==> src/rtl/mem_stage_unit.sv <==
// mem_stage_unit: pipeline memory stage. Plain ALU results pass through to
// writeback in one cycle; loads and stores issue a single request to the data
// memory and hold the upstream pipeline register until the memory acks.
// Optional build macro MEM_TIMEOUT_EN: abort an access after TIMEOUT_CYCLES
// cycles in ACCESS without an ack and raise a sticky err_o.
module mem_stage_unit #(
    parameter int TIMEOUT_CYCLES = 255
) (
    input  logic        clk,
    input  logic        rst,
    input  logic        wmem_i,
    input  logic        rmem_i,
    input  logic        wreg_i,
    input  logic [3:0]  dest_i,
    input  logic [31:0] addr_i,
    input  logic [31:0] wdata_i,
    input  logic [1:0]  ext_sel_i,
    output logic        mem_req_o,
    output logic        mem_we_o,
    output logic [31:0] mem_addr_o,
    output logic [31:0] mem_wdata_o,
    output logic [3:0]  mem_be_o,
    input  logic        mem_ack_i,
    input  logic [31:0] mem_rdata_i,
    output logic        stall_o,
    output logic        wb_valid_o,
    output logic        wb_wreg_o,
    output logic [3:0]  wb_dest_o,
    output logic [31:0] wb_data_o,
    output logic        err_o
);

    // A zero timeout would abort before the request is ever seen.
    if (TIMEOUT_CYCLES < 1) begin : g_timeout_range_error
        $error("mem_stage_unit: TIMEOUT_CYCLES must be at least 1");
    end

    typedef enum logic {
        IDLE,
        ACCESS
    } state_t;

    localparam logic [1:0] EXT_WORD  = 2'b00;
    localparam logic [1:0] EXT_BYTEU = 2'b01;
    localparam logic [1:0] EXT_BYTES = 2'b10;
    localparam logic [1:0] EXT_HALFS = 2'b11;

    state_t      state;
    logic        is_store_q;
    logic        wreg_q;
    logic [3:0]  dest_q;
    logic [1:0]  ext_q;
    logic [1:0]  lane_q;

    logic        req_in;
    logic [3:0]  be_next;
    logic [31:0] wdata_next;
    logic [31:0] load_data;
    logic        timeout_hit;

    assign req_in = rmem_i | wmem_i;

    // Byte enables and lane-replicated store data for the incoming request.
    always_comb begin
        // NOTE: every output of a combinational block gets a default first so
        // no path through the case leaves it unassigned (which would infer a latch).
        be_next    = 4'b1111;
        wdata_next = wdata_i;
        case (ext_sel_i)
            EXT_BYTEU, EXT_BYTES: begin
                be_next    = 4'b0001 << addr_i[1:0];
                wdata_next = {4{wdata_i[7:0]}};
            end
            EXT_HALFS: begin
                be_next    = 4'b0011 << {addr_i[1], 1'b0};
                wdata_next = {2{wdata_i[15:0]}};
            end
            default: ;
        endcase
    end

    // Select the addressed lane of the read data and extend it.
    always_comb begin
        logic [7:0]  byte_lane;
        logic [15:0] half_lane;
        byte_lane = mem_rdata_i[7:0];
        case (lane_q)
            2'd1:    byte_lane = mem_rdata_i[15:8];
            2'd2:    byte_lane = mem_rdata_i[23:16];
            2'd3:    byte_lane = mem_rdata_i[31:24];
            default: ;
        endcase
        half_lane = lane_q[1] ? mem_rdata_i[31:16] : mem_rdata_i[15:0];
        load_data = mem_rdata_i;
        case (ext_q)
            EXT_BYTEU: load_data = {24'd0, byte_lane};
            EXT_BYTES: load_data = {{24{byte_lane[7]}}, byte_lane};
            EXT_HALFS: load_data = {{16{half_lane[15]}}, half_lane};
            default:   ;
        endcase
    end

`ifdef MEM_TIMEOUT_EN
    localparam int CNT_W = $clog2(TIMEOUT_CYCLES + 1);
    logic [CNT_W-1:0] to_cnt;

    // The last permitted ACCESS cycle without an ack ends the access.
    assign timeout_hit = (state == ACCESS) && !mem_ack_i
                         && (to_cnt == CNT_W'(TIMEOUT_CYCLES - 1));

    // Count ACCESS cycles since the request; latch err_o on abort.
    always_ff @(posedge clk or posedge rst) begin
        if (rst) begin
            to_cnt <= '0;
            err_o  <= 1'b0;
        end else begin
            if (state == ACCESS && !mem_ack_i && !timeout_hit)
                to_cnt <= to_cnt + 1'b1;
            else
                to_cnt <= '0;
            if (timeout_hit)
                err_o <= 1'b1;
        end
    end
`else
    assign timeout_hit = 1'b0;
    assign err_o       = 1'b0;
`endif

    // Hold upstream while a request is being launched or is still outstanding.
    assign stall_o = ((state == IDLE) && req_in)
                   || ((state == ACCESS) && !mem_ack_i && !timeout_hit);

    // Stage FSM with registered memory and writeback outputs.
    always_ff @(posedge clk or posedge rst) begin
        // NOTE: state is updated with non-blocking assignments so every register
        // samples values from before the edge, independent of statement order.
        if (rst) begin
            state       <= IDLE;
            is_store_q  <= 1'b0;
            wreg_q      <= 1'b0;
            dest_q      <= 4'd0;
            ext_q       <= 2'd0;
            lane_q      <= 2'd0;
            mem_req_o   <= 1'b0;
            mem_we_o    <= 1'b0;
            mem_addr_o  <= 32'd0;
            mem_wdata_o <= 32'd0;
            mem_be_o    <= 4'd0;
            wb_valid_o  <= 1'b0;
            wb_wreg_o   <= 1'b0;
            wb_dest_o   <= 4'd0;
            wb_data_o   <= 32'd0;
        end else begin
            case (state)
                IDLE: begin
                    if (req_in) begin
                        // A simultaneous load and store is issued as a store.
                        is_store_q  <= wmem_i;
                        wreg_q      <= wreg_i;
                        dest_q      <= dest_i;
                        ext_q       <= ext_sel_i;
                        lane_q      <= addr_i[1:0];
                        mem_req_o   <= 1'b1;
                        mem_we_o    <= wmem_i;
                        mem_addr_o  <= {addr_i[31:2], 2'b00};
                        mem_wdata_o <= wdata_next;
                        mem_be_o    <= be_next;
                        wb_valid_o  <= 1'b0;
                        state       <= ACCESS;
                    end else begin
                        wb_valid_o <= 1'b1;
                        wb_wreg_o  <= wreg_i;
                        wb_dest_o  <= dest_i;
                        wb_data_o  <= addr_i;
                    end
                end
                ACCESS: begin
                    if (mem_ack_i) begin
                        mem_req_o  <= 1'b0;
                        mem_we_o   <= 1'b0;
                        wb_valid_o <= 1'b1;
                        wb_wreg_o  <= wreg_q & ~is_store_q;
                        wb_dest_o  <= dest_q;
                        wb_data_o  <= is_store_q ? 32'd0 : load_data;
                        state      <= IDLE;
                    end else if (timeout_hit) begin
                        mem_req_o  <= 1'b0;
                        mem_we_o   <= 1'b0;
                        wb_valid_o <= 1'b1;
                        wb_wreg_o  <= 1'b0;
                        wb_dest_o  <= dest_q;
                        wb_data_o  <= 32'd0;
                        state      <= IDLE;
                    end else begin
                        wb_valid_o <= 1'b0;
                    end
                end
                default: state <= IDLE;
            endcase
        end
    end

endmodule
==> config.mk <==
export PLATFORM = sky130hd
export DESIGN_NAME = mem_stage_unit
export DESIGN_NICKNAME = d
export VERILOG_FILES = /design/src/rtl/mem_stage_unit.sv
export SDC_FILE = /design/constraint.sdc
export NUM_CORES = 1
export LEC_CHECK = 0
export ABC_AREA = 0
export CORE_UTILIZATION = 30
export CTS_BUF_LIST = sky130_fd_sc_hd__clkbuf_2 sky130_fd_sc_hd__clkbuf_4 sky130_fd_sc_hd__clkbuf_8
export CTS_CLUSTER_SIZE = 8
export DETAILED_ROUTE_END_ITERATION = 7
export GPL_TIMING_DRIVEN = 0
export PLACE_DENSITY_LB_ADDON = 0.3
export REMOVE_ABC_BUFFERS = 1
export SYNTH_ARGS = -nofsm -noshare
export SYNTH_HDL_FRONTEND = slang
export SYNTH_SLANG_ARGS = --single-unit
==> constraint.sdc <==
create_clock -name clk -period 4 [get_ports clk]
set_clock_uncertainty 0.1 [all_clocks]
set_input_delay 0.8 -clock clk [delete_from_list [all_inputs] [get_ports clk]]
set_output_delay 0.8 -clock clk [all_outputs]
set_load 0.05 [all_outputs]
# [Yosys cells after proc, flatten, opt, wreduce, memory -nomap -nowiden]
# Cells that the tools add are included.
[totals] regBits=117 output_inout_bits=110
[classes] n_eq_ne=12 muxes=26 n_shift=2 reduce_logical=8 bitwise_logic=4
[op_table] operator="32-bit case mux with 2 select lines" count=2
[op_table] operator="32-bit two-way mux" count=3
[op_table] operator="32-bit case mux with 3 select lines" count=1
[op_table] operator="8-bit case mux with 3 select lines" count=1
[op_table] operator="16-bit two-way mux" count=1
[op_table] operator="4-bit case mux with 2 select lines" count=2
[op_table] operator="2-bit == test (second input constant)" count=6
[op_table] operator="1-bit case mux with 2 select lines" count=5
[op_table] operator="1-bit two-way mux" count=9
[op_table] operator="4-bit two-way mux" count=2
[op_table] operator="2-bit by 1-bit == test with 1-bit output (second input constant)" count=3
[op_table] operator="2-bit != test (second input constant)" count=3
[op_table] operator="2-bit AND reduction" count=3
[op_table] operator="1-bit by 2-bit left shift with 4-bit output (first input constant)" count=1
[op_table] operator="2-bit by 2-bit left shift with 4-bit output (first input constant)" count=1
[op_table] operator="1-bit logical AND" count=2
[op_table] operator="1-bit inverter" count=2
[op_table] operator="2-bit OR reduction" count=1
[op_table] operator="1-bit AND" count=1
[op_table] operator="1-bit logical NOT" count=1
[op_table] operator="1-bit logical OR" count=1
[op_table] operator="1-bit bitwise OR" count=1

# [Logic depth before layout (Yosys ltp)]
[depth] word_depth=6 mapped_depth=7 mapped_depth_nobuf=6

# [Worst setup path after synthesis]
# OpenSTA, ideal clock, no wires.
[synth_path] kind="input to output" from="in mem_ack_i" to="out stall_o" required_ns=3.100 path_stages=4 arrival_ns=1.678 slack_ns=1.422 path_cell_list="and2_1 > a21oi_1 > buf_2 > buf_2"
[synth_between] elab_chain_cells=3
[synth_lines] element="start: declaration" line="23" source="input logic mem_ack_i,"
[synth_lines] element="1-bit logical NOT" line="132" source="|| ((state == ACCESS) && !mem_ack_i && !timeout_hit);"
[synth_lines] element="1-bit logical AND" line="132"
[synth_lines] element="1-bit logical OR" line="132"
[synth_lines] element="end: declaration" line="25" source="output logic stall_o,"
# Every way passes these cells.

# [Worst setup path in the final report]
[layout_path] from="in wmem_i" to="out stall_o"
[layout_between] elab_chain_cells=3
[layout_lines] element="start: declaration" line="11" source="input logic wmem_i,"
[layout_lines] element="1-bit bitwise OR" line="61" source="assign req_in = rmem_i | wmem_i;"
[layout_lines] element="1-bit logical AND" line="131" source="assign stall_o = ((state == IDLE) && req_in)"
[layout_lines] element="1-bit logical OR" line="132"
# Every way passes these cells.

==> run metrics <==
status=complete, but fails checks; failing checks=design-rule violations; synthesized netlist cell count=628; multi-input logic area=2460 sq um; DRT antenna net count=0; Seq/Total Area, Yosys=52.0%; DP Area=8030 sq um; largest net degree at the start of global routing=60; drt initial violations=287; CP Capture Type=primary output; nets=933; Die Width=139 um; All-Layer GR Usage=20.1%; cell repeated most along the worst path=clkdlybuf4s50_1; Reg area=2930 sq um; die footprint=19300 sq um; CTS H-tree lvls=4; ANT cells=0; Core Rows=49; fin area=8450 sq um; routed wire length=18900 um; IO buf count=214; Num CTS Buffers=17; RSZ-0062 raised after global routing=no; Final HPWL DP=13600 um; final hold violation count=0; Filler cells=1766; CP peak stage delay=0.75 ns; initial antenna violation count=0; global placer's final weighted congestion=0.800; Hold/Removal Path Class=flop to flop; clock sink count=117; mean number of vias per cell=4.90; Yosys reg bits=117; Final min period=3.87 ns; clock buffer depth=2; TritonCTS clock tree=yes; Clock Root Buffer=clkbuf_8; yosys warns=0; Max Freq=258 MHz; GR Overflow Total=0; first-pass GRT wire length=29600 um; Chip Height=139 um; fin crit share=96.7%; relative slew slack=21.3%; total vias in the final route=5206; family with the most delay on the worst path=buffers and inverters; DR pass1 iterations=8; share of cells above drive strength 1=6.12%; routed len/inst=17.8 um; drt drc=6; worst-margin pin slew=1.18 ns; Slew Viols, Final=0; syn_area_per_cell=8.96 sq um; Area Growth Syn to Fin=50.1%; clock-pin slew of the registers on the worst-case setup and hold paths=0.06 ns; Syn Std Cell Area=5630 sq um; CTS resizes=0; commonest non-fill, non-tap cell in the layout=clkdlybuf4s50_1; Ports=218; Startpoint Class=input pin; Core ar.=18100 sq um; Starting Density=31.0%; crit-path max FO=19; max_cap viols=0; Setup-failing EPs final=0; critical path required time=3.10 ns; Buf+Inv Stages, Crit Path=2; worst vdd ir=226 uV; Arrival @ worst endpoint=2.97 ns; crit-path cells=clkdlybuf4s50_1, nor2_2, a21oi_4, clkdlybuf4s50_1; Final Hold Slack=0.373 ns; synth unique cells=43; most frequent cells in the layout=clkdlybuf4s50_1, nand2_1, dfrtp_1; P per Cell Area=604 nW/um^2; Slowest cell on crit path=clkdlybuf4s50_1; Lkg Pwr=3.82 nW; crit path kind=input pin to primary output; worst skew pair latency=0.43 ns; vias in the first global route=5249
## timing repair
action,in CTS,in global routing
setup buffers,1,0
hold buffers,0,0
setup endpoints to repair,1,0
endpoints found under the hold margin,0,0
## metrics by stage
stage          TNS, ns  total power [mW]  utilization, %  std cells  setup slack [ns]
4_1_cts              0              5.16            46.6       1062             0.121
5_1_grt              0              5.36            46.6       1062            0.0846
2_1_floorplan    -3.68              3.07               -        583            -0.227
6_report             0              5.11            46.6       1062             0.131
3_3_place_gp   -469.25              3.93            43.2       1026             -2.94
3_5_place_dp    -0.137              3.97            44.2       1032            -0.137
## worst paths after layout
kind / from / endpoint / slack, ns / depth (start not counted)
setup / recovery: wmem_i / stall_o / 0.13 / 4
hold / removal: mem_addr_o[14] / mem_addr_o[14] / 0.37 / 2
setup reg to reg: state / mem_wdata_o[26] / 1.27 / 6
hold reg to reg: mem_addr_o[14] / mem_addr_o[14] / 0.37 / 2
max in group asynchronous: rst / mem_addr_o[2] / 2.39 / 3
min in group asynchronous: rst / mem_wdata_o[15] / 0.70 / 2
## registers in the layout, indices dropped and copies added, names as in the netlist
| signal | count |
|---|---|
| dest_q | 4 |
| ext_q | 2 |
| is_store_q | 1 |
| lane_q | 2 |
| mem_addr_o | 30 |
| mem_be_o | 4 |
| mem_req_o | 1 |
| mem_wdata_o | 32 |
| mem_we_o | 1 |
| state | 1 |
| wb_data_o | 32 |
| wb_dest_o | 4 |
| wb_valid_o | 1 |
| wb_wreg_o | 1 |
| wreg_q | 1 |
## Yosys cell counts (all sizes together)
cell,count,area [sq um]
a22oi,5,42.5
or2,1,6.26
nand3,7,35.0
a221oi,15,131
nor3,4,20.0
a21o,1,7.51
nor2,51,194
and2,2,12.5
a31oi,9,56.3
mux4,1,22.5
nand2b,1,6.26
nand2,167,629
or3,1,6.26
and3,25,156
a211o,15,131
a21oi,40,200
dfrtp,117,2930
nor2b,14,87.6
a21boi,2,15.0
conb,1,3.75
o31ai,25,188
buf,29,164
o21bai,2,15.0
o221ai,5,43.8
mux2,4,45.0
nand3b,1,7.51
o22a,1,8.76
o21ai,30,150
ha,2,25.0
xor2,1,8.76
inv,13,48.8
o21a,6,45.0
mux2i,12,120
clkbuf,18,67.6
## worst register-to-register path: cells and delay by family, from the launching register on
kind | cells | cell delay [ns]
buf+inv | 3 | 0.90
flops | 1 | 0.79
compound gates | 2 | 0.73
simple gates | 1 | 0.09
## final cells by class
type | count | share of cell area (%)
Tap cell | 229 | 3.39
Clock inverter | 4 | 1.13
Timing Repair Buffer | 221 | 27.3
Clock buffer | 25 | 3.78
Multi-Input combinational cell | 453 | 29.1
Inverter | 13 | 0.637
Sequential cell | 117 | 34.7
## where the power goes
part	internal (mW)	switching [mW]	total, mW
Sequential	1.46	0.181	1.64
Combinational	0.786	1.51	2.30
Clock	0.700	0.467	1.17
## metal layers
layer	vias to the layer above	routed length, um	GRT usage, %
met2	162	9040	32.4
met4	0	481	8.77
li1	2543	-	-
met5	-	0	0
met1	2477	8330	25.5
met3	24	1050	5.11
## logic make-up (layout without fill, tap and decap cells)
group,Yosys count,after routing,share of synthesized area (%)
fa+ha+maj,2,2,0.444
flops,117,117,52.0
buf+inv,60,263,4.98
mux,17,17,3.33
compound gates,156,156,18.4
simple gates,274,274,20.6
xor+xnor,1,1,0.156
other cells,1,3,0.0666
No activity file was read; power rests on OpenSTA's default activity.
